$ cat src/rtl/noc_output_arbiter.sv
// noc_output_arbiter: round-robin switch allocator for one output port with credit flow control; define ARB_HOLD_EN for burst holding
module noc_output_arbiter #(
  parameter int N         = 5,
  parameter int W         = 23,
  parameter int MY_PORT   = 0,
  parameter int DEPTH     = 8,
  parameter int MAX_BURST = 4
) (
  input  logic                     clk,
  input  logic                     rst,
  input  logic [N*W-1:0]           head_flit,
  input  logic [N-1:0]             head_vld,
  input  logic                     credit_in,
  output logic [N-1:0]             pop,
  output logic [W-1:0]             out_flit,
  output logic                     out_valid,
  output logic [$clog2(DEPTH):0]   credits,
  output logic                     err
);
  localparam int CW = $clog2(DEPTH) + 1;
  localparam int PW = (N > 1) ? $clog2(N) : 1;
  localparam logic [CW-1:0] CMAX = CW'(DEPTH);
  logic [PW-1:0] r_ptr;
  logic [N-1:0]  w_req;
  logic [PW-1:0] w_rr_id;
  logic [PW-1:0] w_gnt_id;
  logic          w_found;
  logic          w_send;
  logic [W-1:0]  w_gnt_flit;
`ifdef ARB_HOLD_EN
  localparam int BW = $clog2(MAX_BURST + 1);
  logic [BW-1:0] r_bcnt;
  logic [PW-1:0] r_hold_id;
  logic          r_hold;
  logic          w_hold;
`endif
  // request filter and round-robin search starting at the pointer
  always_comb begin
    w_found = 1'b0;
    w_rr_id = '0;
    for (int i = 0; i < N; i++)
      w_req[i] = head_vld[i] & (head_flit[i*W +: 3] == 3'(MY_PORT));
    for (int k = 0; k < N; k++)
      if (!w_found && w_req[(int'(r_ptr) + k) % N]) begin
        w_found = 1'b1;
        w_rr_id = PW'((int'(r_ptr) + k) % N);
      end
  end
`ifdef ARB_HOLD_EN
  assign w_hold   = r_hold & w_req[r_hold_id] & (r_bcnt < BW'(MAX_BURST));
  assign w_gnt_id = w_hold ? r_hold_id : w_rr_id;
`else
  assign w_gnt_id = w_rr_id;
`endif
  // a zero credit count blocks grants even when a credit returns this cycle
  assign w_send     = w_found & (credits != '0) & ~rst;
  assign pop        = w_send ? (N'(1) << w_gnt_id) : '0;
  assign w_gnt_flit = head_flit[int'(w_gnt_id)*W +: W];
  // output link register, pointer advance and credit tracking
  always_ff @(posedge clk) begin
    if (rst) begin
      r_ptr     <= '0;
      out_flit  <= '0;
      out_valid <= 1'b0;
      credits   <= CMAX;
      err       <= 1'b0;
    end else begin
      out_valid <= w_send;
      if (w_send) begin
        out_flit <= w_gnt_flit;
        r_ptr    <= (w_gnt_id == PW'(N-1)) ? '0 : w_gnt_id + 1'b1;
      end
      if (w_send && !credit_in)
        credits <= credits - 1'b1;
      else if (!w_send && credit_in && credits != CMAX)
        credits <= credits + 1'b1;
      if (!w_send && credit_in && credits == CMAX)
        err <= 1'b1;
    end
  end
`ifdef ARB_HOLD_EN
  // burst state: keep the last winner while it still requests and the burst limit allows
  always_ff @(posedge clk) begin
    if (rst) begin
      r_bcnt    <= '0;
      r_hold_id <= '0;
      r_hold    <= 1'b0;
    end else if (w_send) begin
      r_hold_id <= w_gnt_id;
      r_hold    <= 1'b1;
      r_bcnt    <= w_hold ? r_bcnt + 1'b1 : BW'(1);
    end else begin
      r_hold    <= 1'b0;
      r_bcnt    <= '0;
    end
  end
`endif
endmodule
$ cat config.mk
export PLATFORM = sky130hd
export DESIGN_NAME = noc_output_arbiter
export DESIGN_NICKNAME = d
export VERILOG_FILES = /design/src/rtl/noc_output_arbiter.sv
export SDC_FILE = /design/constraint.sdc
export NUM_CORES = 1
export LEC_CHECK = 0
export BUFFER_PORTS_ARGS = -buffer_cell sky130_fd_sc_hd__buf_2
export CAP_MARGIN = 40
export CORE_MARGIN = 2
export CORE_UTILIZATION = 35
export CTS_CLUSTER_DIAMETER = 150
export DETAILED_ROUTE_END_ITERATION = 10
export MAX_ROUTING_LAYER = met4
export SETUP_SLACK_MARGIN = 0.02
export SLEW_MARGIN = 20
export SYNTH_ARGS = -nofsm -noshare
export SYNTH_HDL_FRONTEND = slang
export SYNTH_SLANG_ARGS = --single-unit
export TNS_END_PERCENT = 20
$ cat constraint.sdc
create_clock -name clk -period 6.2 [get_ports clk]
set_input_delay 0.93 -clock clk [delete_from_list [all_inputs] [get_ports clk]]
set_output_delay 0.93 -clock clk [all_outputs]
set_load 0.02 [all_outputs]
After elaboration in Yosys (flattened, before gate mapping). Cells that the tools add are included.

Input port bits: 123. Flip-flop bits (word level): 32.

Divide/modulo/power cells: 5. Eq/ne operators: 3. Order comparisons: 5. $add $sub $neg: 7. Reduce and logical (&&, ||, !) cells: 21. Mux-type cells: 29. Bitwise gates (word level): 8. Shifts and indexed selects: 2. $mul: 1.

Operator list (count): 32-bit by 5-bit less-than comparator with 1-bit output (second input constant) (5); 32-bit by 4-bit modulo with 32-bit output (second input constant) (4); 115-bit by 9-bit variable part select with 23-bit output (1); 4-bit by 4-bit modulo with 32-bit output (second input constant) (1); 3-bit 2-to-1 mux (6); 1-bit binary-select mux with 3-bit select (5); 3-bit logical NOT (5); 1-bit 2-to-1 mux (15); 3-bit by 2-bit adder with 4-bit output (second input constant) (2); 1-bit logical AND (8); 3-bit by 5-bit multiplier with 8-bit output (second input constant) (1); 4-bit 2-to-1 mux (2); 1-bit bitwise AND (7); 1-bit logical NOT (6); 5-bit 2-to-1 mux (1); 1-bit by 3-bit << shifter with 5-bit output (first input constant) (1); 3-bit by 1-bit adder with 4-bit output (second input constant) (1); 3-bit by 3-bit adder with 4-bit output (second input constant) (1); 4-bit by 1-bit adder with 4-bit output (second input constant) (1); 4-bit == test (second input constant) (1); 4-bit inequality test (second input constant) (1); 4-bit nonzero test (1); 4-bit by 1-bit subtractor with 4-bit output (second input constant) (1); 3-bit by 1-bit adder with 3-bit output (second input constant) (1); 3 further kinds (3).

Longest topological paths before layout.
Word-level depth: 25. Depth in mapped cells: 25. Mapped depth without buffers: 23.

Worst setup path after synthesis. No wires, ideal clock.

Path type: register to output. Start point: reg r_ptr[0]. End point: out pop[4]. Data required time: 5.270 ns. Arrival time: 5.161 ns. Slack: 0.109 ns. Stages on the path, launching flop included: 25. Path through: dfxtp_1 buf_2 clkinv_1 ha_1 buf_2 xnor2_2 inv_2 ha_1 or2_1 o211ai_1 nand2_1 ha_1 nand2b_1 o2111ai_1 o211ai_2 a2111oi_0 a22o_2 nor3_2 nor4_1 a311oi_2 buf_2 inv_1 ha_1 inv_1 nor3_1.

Word-level cells in the longest chain between the ends: 20. Elaborated cells on any way between the ends: 46. Classes of those cells: add/sub (4); div (5); shift (1); mux (26); bitwise (2); reduce/logical (8).

Ends and longest elaborated chain: from (decl) (line 23) `logic [PW-1:0] r_ptr;`; from (signal assigned) (line 71) `r_ptr <= (w_gnt_id == PW'(N-1)) ? '0 : w_gnt_id + 1'b1;`; branches (longest 19 deep; another with 32-bit by 4-bit modulo with 32-bit output); 5-bit 2-to-1 mux (*) (line 57) `assign pop = w_send ? (N'(1) << w_gnt_id) : '0;`; to (decl) (line 14) `output logic [N-1:0] pop,`.

Every way passes the cells marked *. The select of a mux whose other input is x is not followed.

Worst setup path after layout.
Start point: reg r_ptr[1]. End point: out pop[3].

The elaborated chain is that of the path after synthesis.

==> key figures <==
Outcome
  • Outcome: finished, final reports clean

Final layout
  • Register Area: 643.1 um2
  • ANT cells: 0
  • Commonest cells after routing, fill and taps aside: buf_2, mux2i_1, o211ai_1, buf_4, dfxtp_1
  • Layout cell share with drive strength beyond 1: 0.4252
  • Final net count: 786
  • Area occupied by multi-input gates: 0.003247 mm2
  • P&R area growth vs syn: 30.88%
  • Post-route cell area: approximately 0.0053 mm2
  • Fillers: 1114
  • Final Util: 0.4674
  • Most common cell after layout, fill and taps aside: buf_2

Route
  • Final WL: 12.74 mm
  • Routed Antenna Nets: 0
  • Vias per cell: 5.503
  • # DRC: 0
  • Via count: 4281
  • First-pass iteration count of the detailed router: 4
  • DR WL/cell: 16.38 um
  • Initial DRC Count: 176

Yosys
  • Fraction of the yosys area taken by sequential cells: 0.1578
  • Async SR Flop Fraction: 0
  • Yosys reg bits: 32
  • Main synth FF type: dfxtp_1
  • Yosys cell types: 81
  • Top cells by area, synth: dfxtp_1, mux2i_1, ha_1
  • Syn Nets: between 600 and 700
  • Mapped Cells: 472
  • Mapped Avg Cell Area: about 8.6 um2
  • Synth area leader: dfxtp_1
  • Count of flip-flops with a built-in enable after synthesis: 0
  • Ys Warns: 0
  • Top cell type's share of synthesized area: 0.1578
  • Netlist Area Pre-Place: 0.004060 mm2

Placement
  • Post-place instance area: 0.005025 mm2
  • RePlAce Congestion: between 0.8 and 0.9
  • Post-DP HPWL: slightly above 10 mm
  • IO buf count: 156

Clock tree
  • Clock transition at the registers of the reported paths: approximately 50 ps
  • Clk buf depth: 2
  • Num Clock Sinks: 32
  • CTS tree: yes
  • Clock latency at the later pin of the worst-skew pair: 280 ps
  • Clk root buf: clkbuf_16
  • Num CTS Buffers: 5
  • H-tree depth: 2

Timing
  • Worst slew slack as a fraction of its limit: 0.6077
  • Tcrit/Tclk final: 0.9557
  • Final Max Tran Viols: 0
  • Final Critical Period: 5925 ps
  • Worst-Margin Slew: 587.0 ps
  • Clk_skew: 5.543 ps
  • Fmax: 168.8 MHz
  • Final hold vios: 0
  • Final setup fails: 0

Worst setup path
  • CP top delay family: compound AO/OA/AOI/OAI gates
  • CP max FO: 7
  • Critical path class: reg2out
  • Most frequent CP cell: ha_1
  • Worst setup SP type: flop
  • Crit path DAT: about 5000 ps
  • CP cell instances: clkinv_2 > ha_2 > xnor2_4 > inv_2 > ha_1 > or2_1 > o211ai_1 > nand2_2 > ha_1 > nand2b_1 > o2111ai_1 > o211ai_2 > a211o_1 > a22o_2 > buf_4 > or2_2 > o31ai_4 > inv_1 > and2_1 > buf_2
  • Worst reg2reg path startpoint: r_ptr[1]$_SDFFE_PP0P_
  • CP Launch Point: r_ptr[1]$_SDFFE_PP0P_
  • Buf/Inv on CP: 5
  • CP Capture Type: primary output
  • CP max stage cell: dfxtp_2
  • Required time of the worst setup path: 5270 ps
  • Largest stage delay, worst path: 410 ps

Global routing
  • Initial antenna violation count: 0
  • First-pass GRT wire length: roughly 21 mm
  • Largest net degree at the start of global routing: around 40
  • Gr ovfl total: 0
  • Vias in the first global route: 4253
  • Total GRT Usage: 0.2043

Run
  • Max_cap viols: 0

Pwr
  • Power Density: 441.0 mW/mm2
  • Lkg Pwr: 2.434 nW
  • Max IR drop VDD: between 200 and 250 uV

Floorplan
  • Initial cell density of the core: 0.3571
  • Cell Rows: 39
  • Die X: around 110 um
  • IO Pins: 157
  • Core area: approximately 0.011 mm2
  • Die Ht: 111.7 um
  • Die ar.: about 0.012 mm2

Hold path
  • Worst hold-check path type: reg2reg
  • Min-delay src: out_flit[0]$_SDFFE_PP0P_
-- cell usage after synthesis, types with 3 or more instances --
library cell and instances:
mux2i_1 35, dfxtp_1 32, o211ai_1 31, ha_1 27, and3_1 24, a21oi_1 22, nand2_1 22, a21boi_0 20
nor2_1 18, inv_1 17, a22oi_2 16, buf_2 13, o21ai_0 12, clkbuf_1 11, o211ai_2 11, and2_1 10
nand3_1 9, nor3_1 9, xnor2_1 9, nand2b_1 8, a22oi_1 7, nor4b_2 6, nor4_1 5, a211oi_1 4
o21ai_1 4, or2_2 4, a211o_1 3, a211oi_2 3, a221oi_2 3, a31oi_1 3, buf_4 3, buf_6 3
nor4b_1 3, o211a_1 3
-- where the power goes --
| group | internal (mW) | switching [mW] |
|---|---|---|
| combinational | 0.740 | 1.04 |
| sequential | 0.267 | 0.0449 |
| clock | 0.160 | 0.0895 |
| total | 1.17 | 1.18 |
-- routing by layer --
metal,global-route usage,wire [um]
met5,-,0
met4,0.05185,195
met3,0.02667,752
met2,0.3709,6445
met1,0.2374,5348
-- worst paths after layout --
path / to / slack [ps] / cells past startpoint
hold / removal: out_flit[0]$_SDFFE_PP0P_ / 450 / 1
setup / recovery: pop[3] / 270 / 20
setup reg to reg: credits[3]$_SDFFE_PP1P_ / 390 / 25
hold reg to reg: out_flit[0]$_SDFFE_PP0P_ / 450 / 1
-- per-stage QoR --
step           cells  hold slack [ps]  worst slack, ps  TNS [ps]  power, mW
4_1_cts          767            462.4            32.50         0      2.250
6_report         778            454.5            274.7         0      2.343
5_1_grt          778            481.4           -57.34    -193.3      2.528
2_1_floorplan    472            553.0            109.3         0      1.582
3_3_place_gp     758            443.9            280.9         0      1.945
3_5_place_dp     759            444.7           -45.55    -82.16      1.981
-- state kept, by name, indices dropped and copies added (netlist names) --
signal     count
r_ptr          3
out_flit      23
credits        4
out_valid      1
err            1
-- timing repair --
item	4_1_cts	5_1_grt
hold buffers	0	0
gates cloned	0	0
setup endpoints to repair	5	6
hold endpoints to repair	0	0
setup buffers	0	11
resized for setup	5	10
pin swaps	0	8
-- final cells by class --
type,count,share of cell area
well taps,143,0.03367
clock buffers,8,0.02755
multi-input cells,386,0.6110
inverters,21,0.01507
flip-flops and latches,32,0.1210
repair buffers,188,0.1917
-- kinds of logic (layout without fill, tap and decap cells) --
group,after synthesis,in the layout,share of synthesized area
flip-flops,32,32,0.1578
XOR/XNOR,12,12,0.03421
multiplexers,37,37,0.09183
AO/OA/AOI/OAI,173,173,0.3590
AND/OR/NAND/NOR,135,135,0.2015
buffers and inverters,54,217,0.06256
adder cells (fa/ha/maj),29,29,0.09307
Power figures use the tool's default switching activity.
